===== config.mk =====
export PLATFORM = sky130hd
export DESIGN_NAME = recovery_ctrl
export DESIGN_NICKNAME = d
export VERILOG_FILES = /design/src/rtl/recovery_ctrl_pkg.sv /design/src/rtl/recovery_ctrl_sat_counter.sv /design/src/rtl/recovery_ctrl.sv
export SDC_FILE = /design/constraint.sdc
export NUM_CORES = 1
export LEC_CHECK = 0
export BUFFER_PORTS_ARGS = -buffer_cell sky130_fd_sc_hd__buf_2
export CAP_MARGIN = 15
export CELL_PAD_IN_SITES_DETAIL_PLACEMENT = 0
export CELL_PAD_IN_SITES_GLOBAL_PLACEMENT = 1
export CORE_ASPECT_RATIO = 0.5
export CORE_MARGIN = 4
export CORE_UTILIZATION = 43
export CTS_CLUSTER_SIZE = 10
export DETAILED_ROUTE_END_ITERATION = 8
export GPL_ROUTABILITY_DRIVEN = 0
export PLACE_DENSITY = 0.93
export SETUP_SLACK_MARGIN = 0.1
export SLEW_MARGIN = 0
export SYNTH_ARGS = -nofsm -noshare
export SYNTH_HDL_FRONTEND = slang
export SYNTH_SLANG_ARGS = --single-unit
export TNS_END_PERCENT = 10

===== constraint.sdc =====
create_clock -name clk -period 2.9 [get_ports clk]
set_clock_uncertainty 0.1 [all_clocks]
set_input_delay 0.145 -clock clk [delete_from_list [all_inputs] [get_ports clk]]
set_output_delay 0.145 -clock clk [all_outputs]
set_load 0.02 [all_outputs]

===== src/rtl/recovery_ctrl_pkg.sv =====
// Shared types and widths for the pipeline recovery controller.
package recovery_ctrl_pkg;

    // Controller states: normal flow, post-miss RAT restore, serializing wait.
    typedef enum logic [1:0] {
        RUN     = 2'd0,
        RECOVER = 2'd1,
        SERIAL  = 2'd2
    } ctrl_state_t;

    // RECOVER_CYCLES is limited to 1..15, so four bits hold the recovery count.
    localparam int unsigned RCNT_W = 4;

    // Width of the consecutive-backpressure watchdog counter.
    localparam int unsigned SCNT_W = 16;

endpackage


===== src/rtl/recovery_ctrl_sat_counter.sv =====
// Saturating up-counter with synchronous clear; clear wins over increment.
module sat_counter #(
    parameter int unsigned WIDTH = 16
) (
    input  logic             clk,
    input  logic             reset,
    input  logic             i_inc,
    input  logic             i_clr,
    output logic [WIDTH-1:0] o_count
);

    logic [WIDTH-1:0] r_count;

    // Count up while i_inc is high, stick at all-ones, clear on reset or i_clr.
    always_ff @(posedge clk) begin
        if (reset || i_clr) begin
            r_count <= '0;
        end else if (i_inc && (r_count != {WIDTH{1'b1}})) begin
            r_count <= r_count + 1'b1;
        end
    end

    assign o_count = r_count;

endmodule


===== src/rtl/recovery_ctrl.sv =====
// Pipeline stall/flush controller: branch-miss recovery, serializing
// instructions and structural backpressure with a stuck watchdog.
module recovery_ctrl #(
    parameter int unsigned RECOVER_CYCLES = 2,
    parameter int unsigned STALL_LIMIT    = 1024
) (
    input  logic clk,
    input  logic reset,
    input  logic branch_miss,
    input  logic serialize_req,
    input  logic rob_empty,
    input  logic iq_full,
    input  logic rob_full,
    output logic stallF,
    output logic stallD,
    output logic stallR,
    output logic stallI,
    output logic stallS,
    output logic stallE,
    output logic stallC,
    output logic flushD,
    output logic flushR,
    output logic flushI,
    output logic flushS,
    output logic flushE,
    output logic flushC,
    output logic busy,
    output logic stuck
);

    import recovery_ctrl_pkg::*;

    localparam logic [RCNT_W-1:0] RCNT_LOAD = RCNT_W'(RECOVER_CYCLES);

    ctrl_state_t       r_state;
    ctrl_state_t       w_state_d;
    logic [RCNT_W-1:0] r_rcnt;
    logic [RCNT_W-1:0] w_rcnt_d;
    logic [SCNT_W-1:0] w_scnt;
    logic              w_bp;
    logic              w_scnt_clr;

    assign w_bp       = iq_full | rob_full;
    assign w_scnt_clr = ~w_bp | branch_miss;

    sat_counter #(
        .WIDTH (SCNT_W)
    ) u_scnt (
        .clk     (clk),
        .reset   (reset),
        .i_inc   (w_bp),
        .i_clr   (w_scnt_clr),
        .o_count (w_scnt)
    );

    // State and recovery-count registers.
    always_ff @(posedge clk) begin
        if (reset) begin
            r_state <= RUN;
            r_rcnt  <= '0;
        end else begin
            r_state <= w_state_d;
            r_rcnt  <= w_rcnt_d;
        end
    end

    // Next state and stall/flush outputs; priority is reset, miss, serialize, bp.
    always_comb begin
        w_state_d = r_state;
        w_rcnt_d  = r_rcnt;
        stallF    = 1'b0;
        stallD    = 1'b0;
        stallR    = 1'b0;
        stallI    = 1'b0;
        stallS    = 1'b0;
        stallE    = 1'b0;
        stallC    = 1'b0;
        flushD    = 1'b0;
        flushR    = 1'b0;
        flushI    = 1'b0;
        flushS    = 1'b0;
        flushE    = 1'b0;
        flushC    = 1'b0;

        if (reset || branch_miss) begin
            flushD = 1'b1;
            flushR = 1'b1;
            flushI = 1'b1;
            flushS = 1'b1;
            flushE = 1'b1;
            flushC = 1'b1;
            if (!reset) begin
                w_state_d = RECOVER;
                w_rcnt_d  = RCNT_LOAD;
            end
        end else begin
            unique case (r_state)
                RUN: begin
                    if (serialize_req && !rob_empty) begin
                        stallF    = 1'b1;
                        stallD    = 1'b1;
                        stallR    = 1'b1;
                        flushI    = 1'b1;
                        w_state_d = SERIAL;
                    end else if (!serialize_req && w_bp) begin
                        // Hold the front end; issue onward keeps draining.
                        stallF = 1'b1;
                        stallD = 1'b1;
                        stallR = 1'b1;
                        flushI = 1'b1;
                    end
                end
                RECOVER: begin
                    stallR   = 1'b1;
                    flushI   = 1'b1;
                    w_rcnt_d = r_rcnt - 1'b1;
                    // <= rather than == so a stray zero count cannot lock up.
                    if (r_rcnt <= RCNT_W'(1)) begin
                        w_state_d = RUN;
                    end
                end
                SERIAL: begin
                    if (rob_empty) begin
                        w_state_d = RUN;
                    end else begin
                        stallF = 1'b1;
                        stallD = 1'b1;
                        stallR = 1'b1;
                        flushI = 1'b1;
                    end
                end
                default: begin
                    w_state_d = RUN;
                end
            endcase
        end
    end

    assign busy  = ~reset & (r_state != RUN);
    assign stuck = ~reset & (32'(w_scnt) >= STALL_LIMIT);

endmodule


==> reports/metrics.csv, run 1 <==
metric,value,unit
slowest_delay,0.49,ns
ys_ff_latch,22,
drtPass1Iterations,4,
slowest_stage,nor2_1,
layout-drive-gt1-share,0.152,
synth_top_family_by_area,simple AND/OR/NAND/NOR gates,
synth_area,0.00131,mm^2
hold_slack,0.00960,ns
core,0.00275,mm^2
post-route-period-util,0.660,
dieHeight,47.1,um
status,completed,
p_leak,0.000523,uW
routedWlPerCell,12.4,um
synthSimpleGateAreaFrac,0.298,
clkSinkCount,22,
ir_drop,0.327,mV
antenna_found_initial,0,
clock_path_buffers,2,
regArea,440,um^2
grt_use_total,0.143,
crit_path_start_kind,flip-flop,
dieArea,0.00405,mm^2
initialDrtViolationCount,75,
required,2.96,ns
syn_to_final_growth,9.06,%
synth-adder-area-share,0.0382,
clock_latency,0.26,ns
antennaDiodeCount,0,
layout.cells.non_filler,215,
grt_overflow,0,
ys_types,39,
p_seq_frac,0.525,
clk_pin_slew_worst_paths,0.08,ns
ys_warn_count,0,
async_reset_ff_frac,0,
rsz0062_at_grt,false,
fmax,522,MHz
synth_xor_area_frac,0.0200,
crit_fanout,10,
power_density,417,mW/mm^2
arrival,1.97,ns
synth_mux_area_frac,0.0229,
syn_avg_cell_area,7.90,um^2
grt_pass1_wl,4550,um
vias,1187,
setup_violations,0,
dp.cells,210,
internal-power,451,uW
p_switching,145,uW
initial_utilization,0.477,
end_kind,flip-flop,
synth_seq_area_share,0.336,
portBuffers,17,
power_frac_comb,0.110,
hold_violations,0,
fin_tns_setup,0,ns
min_period,1.91,ns
cts-buffers-inserted,3,
cts_root_buf,clkbuf_8,
grt_start_max_net_pins,16,
routed_wl,2660,um
min_path_cells,2,
cts_resized,0,
hpwl,2000,um
ios,22,
maxSlewHeadroom,0.510,
drc,0,
ys.flop_type,dfxtp_1,
r2r.worst_path.cells,5,
htreeDepth,1,
fin_nets,190,
die_x,86.1,um
antenna_left,0,
switching_share,0.243,
postLayoutCoreUtil,0.520,
fillers,265,
cap_violations,0,
slew_viol_final,0,
path_cells,ha_1 > nand3_1 > nor2_1 > a2111o_1 > o21ai_1,
grt_pass1_vias,1008,
synth-edff-count,0,
min_path_type,in2reg,
path_class,reg2reg,
num_rows,13,
clockPowerShare,0.365,
worst_pin_slew,0.732,ns
vias_per_cell,5.52,
multi_input_area,763,um^2
synth_cells,166,
cts_tree,done,
synth-compound-area-share,0.192,
-- layer usage --
layer / global-route usage / vias to the layer above / share of wire
met5: 0 / - / 0
met4: 0.0379 / 0 / 0.0056
met3: 0.0403 / 2 / 0.038
met2: 0.237 / 19 / 0.44
met1: 0.188 / 553 / 0.52
li1: - / 613 / -
-- power by group through the flow --
stage | Combinational, uW | Clock, uW | Sequential, uW
3_3_place_gp | 63.6 | 0 | 320
5_1_grt | 72.8 | 237 | 314
6_report | 65.5 | 217 | 313
3_5_place_dp | 64.7 | 0 | 320
2_1_floorplan | 53.1 | 0 | 319
4_1_cts | 66.2 | 228 | 313
-- logic make-up (layout without fill, tap and decap cells) --
family | after synthesis | after routing
mux | 3 | 3
compound gates | 39 | 39
simple gates | 74 | 74
fa+ha+maj | 4 | 4
xor+xnor | 3 | 3
flops | 22 | 22
buf+inv | 20 | 29
other cells | 1 | 4
-- cell usage in the layout, fill, tap and decap left out, types with 2 or more instances in the layout --
master	count
a2111o_1	4
a211oi_1	2
a21o_1	2
a21oi_1	16
and3_1	2
and4_1	2
buf_2	17
clkbuf_8	4
conb_1	4
dfxtp_1	22
ha_1	4
inv_1	6
mux2i_1	3
nand2_1	14
nand3_1	8
nand4_1	5
nor2_1	19
nor3_1	6
nor4_1	4
o21ai_0	7
o21ai_1	5
or3_1	4
xnor2_1	2
-- cells in the mapped netlist (2+ instances only) --
master / count / area, um^2
o21ai_1: 5 / 25.0
nor3_1: 6 / 30.0
nand2_1: 14 / 52.6
o21ai_0: 7 / 35.0
a21oi_1: 16 / 80.1
buf_2: 2 / 10.0
a211oi_1: 2 / 15.0
a21o_1: 2 / 15.0
nand4_1: 5 / 31.3
and4_1: 2 / 17.5
a2111o_1: 4 / 45.0
clkbuf_1: 2 / 7.51
dfxtp_1: 22 / 440
nor2_1: 19 / 71.3
ha_1: 4 / 50.1
and3_1: 2 / 12.5
inv_1: 6 / 22.5
nand3_1: 8 / 40.0
nor4_1: 4 / 25.0
xnor2_1: 2 / 17.5
buf_4: 9 / 67.6
mux2i_1: 3 / 30.0
or3_1: 4 / 25.0
-- metrics by stage --
stage	area [um^2]	power, uW	setup WS, ns
5_1_grt	1430	624	0.824
3_3_place_gp	1370	384	1.02
4_1_cts	1430	607	0.981
6_report	1430	596	0.985
2_1_floorplan	1320	372	0.828
3_5_place_dp	1370	385	0.994
-- critical path: cells and delay by family, from the launching register on --
kind | cells | cell delay [ns]
DFF | 1 | 0.38
adders and majority gates | 1 | 0.36
and+or+nand+nor | 2 | 0.67
AOI/OAI and AO/OA | 2 | 0.29
-- sequential cells by signal, indices dropped and copies added, names as in the netlist --
signal          flops
u_scnt.o_count     16
r_rcnt              4
r_state             2
-- final timing paths --
| check | endpoint | startpoint | slack (ns) |
|---|---|---|---|
| min | r_state[0] | reset | 0.01 |
| max | u_scnt.o_count[3] | u_scnt.o_count[0] | 0.99 |
| min reg2reg | u_scnt.o_count[5] | u_scnt.o_count[5] | 0.39 |
| max reg2reg | u_scnt.o_count[3] | u_scnt.o_count[0] | 0.99 |
-- timing repair --
| item | CTS | global route |
|---|---|---|
| hold buffers | 1 | 0 |
| buffers inserted | 0 | 0 |
| endpoints found under the hold margin | 1 | 0 |
-- final cells by class --
| cell class | count | area share |
|---|---|---|
| multi-input cells | 127 | 0.534 |
| well taps | 37 | 0.0324 |
| inverters | 6 | 0.0157 |
| repair buffers | 19 | 0.0717 |
| clock buffers | 4 | 0.0385 |
| flip-flops and latches | 22 | 0.308 |
Power figures use the tool's default switching activity.
==> run 2: changes to the inputs <==
--- a/config.mk
+++ b/config.mk
@@ -11,11 +11,11 @@
 export CELL_PAD_IN_SITES_GLOBAL_PLACEMENT = 1
 export CORE_ASPECT_RATIO = 0.5
 export CORE_MARGIN = 4
-export CORE_UTILIZATION = 43
+export CORE_UTILIZATION = 40
 export CTS_CLUSTER_SIZE = 10
 export DETAILED_ROUTE_END_ITERATION = 8
 export GPL_ROUTABILITY_DRIVEN = 0
-export PLACE_DENSITY = 0.93
+export PLACE_DENSITY = 0.88
 export SETUP_SLACK_MARGIN = 0.1
 export SLEW_MARGIN = 0
 export SYNTH_ARGS = -nofsm -noshare
==> constraint.sdc (replaced) <==
create_clock -name clk -period 1.95 [get_ports clk]
set_clock_uncertainty 0.1 [all_clocks]
set_input_delay 0.0975 -clock clk [delete_from_list [all_inputs] [get_ports clk]]
set_output_delay 0.0975 -clock clk [all_outputs]
set_load 0.02 [all_outputs]
==> run 2 against run 1 <==
Against the previous run: register-to-register slack worse by 0.77 ns; worst hold slack better by 0.015 ns; clock power is 54% higher; sequential power is 49% higher; combinational power is 60% higher; fmax is 10% higher; clock-buffer cell count stayed put; non-clock buffer count is 8 higher; global-route usage is 0.22 points higher; critical path type unchanged; highest routed layer unchanged.
==> reports/metrics.csv, run 2 (same netlist as run 1, synthesis figures left out) <==
metric,value,unit
status,completed,
setup_violations,0,
path_cells,nand4_1 > nor4b_2 > nand4b_1 > mux2i_1,
grt_start_max_net_pins,16,
post_cts_buffers,0,
hold_slack,0.0242,ns
layout-drive-gt1-share,0.188,
required,2.01,ns
vias,1227,
grt_overflow,0,
ir_drop,0.278,mV
fmax,576,MHz
drc,0,
crit_fanout,7,
arrival,1.80,ns
maxSlewHeadroom,0.417,
r2r_start,u_scnt.o_count[2],
antennaDiodeCount,0,
antenna_left,0,
p_leak,0.000567,uW
slew_viol_final,0,
core,0.00307,mm^2
slowest_delay,0.53,ns
ios,22,
reg2reg_to,u_scnt.o_count[15],
clk_pin_slew_worst_paths,0.08,ns
num_rows,14,
startpoint,u_scnt.o_count[2],
fin_tns_setup,0,ns
dieHeight,48.5,um
worst_pin_slew,0.865,ns
min_path_cells,3,
crit_end,u_scnt.o_count[15],
crit_path_start_kind,flip-flop,
grt_pass1_wl,4970,um
htreeDepth,1,
vias_per_cell,5.43,
cts_root_buf,clkbuf_8,
clock_path_buffers,2,
initial_utilization,0.428,
slowest_stage,nor4b_2,
cts_tree,done,
drtPass1Iterations,4,
r2r.worst_path.cells,4,
initialDrtViolationCount,80,
fillers,301,
antenna_found_initial,0,
syn_to_final_growth,15.6,%
final_cell_mix,"dfxtp_1 (22), nor2_1 (19), buf_2 (17)",
post-route-period-util,0.890,
largest_reg_flops,16,
path_class,reg2reg,
crit_family,simple AND/OR/NAND/NOR gates,
routed_wl,2900,um
hold_violations,0,
clock_latency,0.27,ns
grt_pass1_vias,1075,
rrSetupSlack,0.21,ns
end_kind,flip-flop,
clkSinkCount,22,
cts-buffers-inserted,3,
cap_violations,0,
power_density,598,mW/mm^2
min_path_type,in2reg,
die_x,89.0,um
worst-path-buf-inv,0,
hpwl,2150,um
cp.depth,4,
rsz0062_at_grt,true,
fin_nets,198,
min_period,1.74,ns
dieArea,0.00431,mm^2
grt_use_total,0.145,
layout_commonest_cell,dfxtp_1,
routedWlPerCell,12.8,um
portBuffers,17,
## run 2: stage by stage
step	total power, uW	cell area [um^2]	setup WS (ns)	utilization	instances
4_1_cts	914	1510	0.122	0.492	226
5_1_grt	950	1520	0.0806	0.494	226
3_3_place_gp	573	1410	0.280	0.461	218
6_report	906	1520	0.215	0.494	226
2_1_floorplan	554	1330	0.234	-	169
3_5_place_dp	575	1410	0.208	0.461	218
## run 2: worst min path at each step
stage          slack, ns          to           from
2_1_floorplan       0.07   r_rcnt[1]          reset
3_3_place_gp        0.21  r_state[1]      rob_empty
6_report            0.02  r_state[1]  serialize_req
3_5_place_dp        0.21  r_state[1]      rob_empty
5_1_grt             0.04  r_state[1]  serialize_req
4_1_cts             0.01  r_state[1]  serialize_req
## run 2: repair_timing
action,4_1_cts,5_1_grt
endpoints found under the hold margin,3,0
endpoints found under the setup margin,0,4
resized for setup,0,3
hold buffers,4,0
## run 2: report_power, final
group | switching (uW) | internal [uW] | total, uW | leakage (uW)
Sequential | 8.96 | 457 | 466 | 0.000178
Clock | 154 | 180 | 335 | 0.0000288
Combinational | 64.7 | 40.7 | 105 | 0.000359
## run 2: per-layer routing
layer / global-route usage / share of wire
met3: 0.0458 / 0.040
met4: 0.0371 / 0.0059
met5: 0 / 0
met1: 0.194 / 0.49
met2: 0.228 / 0.46
## run 2: worst min-delay path: cells and delay by family
family | cells | cell delay (ns)
buf+inv | 1 | 0.12
simple gates | 2 | 0.13
## run 2: cell type report
class                   count  area [um^2]  share of cell area
flip-flops and latches     22          440               0.291
repair buffers             27          170               0.112
well taps                  40         50.0              0.0330
multi-input cells         127          777               0.513
clock buffers               4         55.1              0.0363
inverters                   6         22.5              0.0149
==> run 3: changes to the inputs <==
--- a/config.mk
+++ b/config.mk
@@ -11,14 +11,15 @@
 export CELL_PAD_IN_SITES_GLOBAL_PLACEMENT = 1
 export CORE_ASPECT_RATIO = 0.5
 export CORE_MARGIN = 4
-export CORE_UTILIZATION = 40
+export CORE_UTILIZATION = 42
+export CTS_BUF_LIST = sky130_fd_sc_hd__clkbuf_2 sky130_fd_sc_hd__clkbuf_4 sky130_fd_sc_hd__clkbuf_8
 export CTS_CLUSTER_SIZE = 10
 export DETAILED_ROUTE_END_ITERATION = 8
 export GPL_ROUTABILITY_DRIVEN = 0
-export PLACE_DENSITY = 0.88
+export PLACE_DENSITY = 0.92
 export SETUP_SLACK_MARGIN = 0.1
 export SLEW_MARGIN = 0
 export SYNTH_ARGS = -nofsm -noshare
 export SYNTH_HDL_FRONTEND = slang
 export SYNTH_SLANG_ARGS = --single-unit
-export TNS_END_PERCENT = 10
+export TNS_END_PERCENT = 1
==> run 3 against run 2 <==
Against the previous run: largest cell class unchanged; combinational power up 4%; clock power shrank 1%; fmax shrank 6.6%; worst hold slack lost 0.013 ns; critical path type is now reg2out; critical endpoint is now flushI; sequential power is essentially flat; via count is 1.1% lower; wire length decreased by 1.9%.
==> reports/metrics.csv, run 3 (same netlist as run 1, synthesis figures left out) <==
metric,value,unit
met2_wirelength,1310,um
switching_share,0.251,
core,0.00278,mm^2
hpwl,2020,um
p_seq_frac,0.516,
htreeDepth,1,
dieHeight,47.5,um
grt_start_max_net_pins,13,
timing.final.ws_setup,0.0928,ns
antennaDiodeCount,0,
crit_fanout,7,
cts_tree,done,
routedWlPerCell,12.9,um
fin_nets,196,
vias_per_cell,5.49,
clockPowerShare,0.364,
status,completed,
worst_pin_slew,0.571,ns
die_x,87.0,um
setup_violations,0,
clock_latency,0.27,ns
path_class,reg2out,
antenna_found_initial,0,
drtPass1Iterations,4,
initial_utilization,0.471,
arrival,1.66,ns
highest-signal-layer,met4,
clk_pin_slew_worst_paths,0.07,ns
p_leak,0.000562,uW
path_cells,nor4_2 > a21oi_1 > o21ai_0 > nand2_1 > buf_2,
syn_to_final_growth,15.3,%
min_period,1.86,ns
design_power_total,905,uW
initialDrtViolationCount,46,
grt_pass1_wl,4760,um
internal-power,678,uW
power_density,599,mW/mm^2
cap_violations,0,
drc,0,
grt_pass1_vias,1066,
p_switching,227,uW
routed_wl,2850,um
required,1.75,ns
slowest_delay,0.48,ns
cts_root_buf,clkbuf_8,
largest_reg_flops,16,
m1WireLength,1390,um
ir_drop,0.330,mV
slew_viol_final,0,
slowest_stage,nor4_2,
ios,22,
layout_commonest_cell,dfxtp_1,
hold_violations,0,
crit_path_start_kind,flip-flop,
antenna_left,0,
vias,1213,
grt_use_total,0.148,
min_path_type,in2reg,
place_worst_setup_slack,0.185,ns
end_kind,output pin,
power_frac_comb,0.120,
dr_wl_met3,126,um
portBuffers,17,
cts-buffers-inserted,3,
post_cts_buffers,0,
dieArea,0.00413,mm^2
fmax,538,MHz
layout-drive-gt1-share,0.201,
clkSinkCount,22,
clock_path_buffers,2,
grt_overflow,0,
num_rows,13,
final_cell_mix,"dfxtp_1 (21), nor2_1 (18), a21oi_1 (16), buf_2 (16), nand2_1 (14)",
rsz0062_at_grt,true,
maxSlewHeadroom,0.620,
fin_tns_setup,0,ns
post-route-period-util,0.952,
hold_slack,0.0114,ns
## run 3: through the flow
| step | util | area, um^2 | std cells |
|---|---|---|---|
| after detailed placement | 0.504 | 1400 | 214 |
| after floorplan | - | 1330 | 169 |
| final | 0.543 | 1510 | 221 |
| after global routing | 0.543 | 1510 | 221 |
| after CTS | 0.534 | 1490 | 221 |
| after global placement | 0.504 | 1400 | 214 |
## run 3: timing repair
item | in CTS | in global routing
endpoints found under the hold margin | 3 | 0
setup endpoints to repair | 0 | 7
gates resized for setup | 0 | 7
hold buffers | 3 | 0
## run 3: area by class of cell
| type | count | area [um^2] |
|---|---|---|
| Timing Repair Buffer | 25 | 155 |
| Inverter | 6 | 22.5 |
| Sequential cell | 22 | 442 |
| Fill cell | 260 | 1270 |
| Multi-Input combinational cell | 127 | 791 |
| Clock buffer | 4 | 55.1 |
| Tap cell | 37 | 46.3 |
## run 3: power by group through the flow
stage / combinational [uW] / sequential (uW) / clock, uW
final: 109 / 467 / 330
after global routing: 121 / 468 / 360
after global placement: 95.8 / 476 / 0
after floorplan: 79.8 / 474 / 0
after CTS: 103 / 466 / 346
after detailed placement: 97.2 / 476 / 0
## run 3: per-layer routing
layer  vias up  GRT usage
li1        628          -
met1       564      0.183
met2        17      0.265
met3         4     0.0395
met4         0     0.0373
met5         -          0
## run 3: critical path, delay by kind of cell, from the launching register on
| family | cells | cell delay (ns) |
|---|---|---|
| buf+inv | 1 | 0.16 |
| simple gates | 2 | 0.56 |
| flops | 1 | 0.38 |
| compound gates | 2 | 0.30 |
## run 3: final timing paths
| kind | from | endpoint | slack [ns] | depth (start not counted) |
|---|---|---|---|---|
| worst max-delay path | r_state[1] | flushI | 0.09 | 5 |
| worst min-delay path | branch_miss | r_state[0] | 0.01 | 3 |
| worst max register to register | u_scnt.o_count[2] | u_scnt.o_count[14] | 0.16 | 4 |
| worst min register to register | u_scnt.o_count[5] | u_scnt.o_count[5] | 0.38 | 2 |
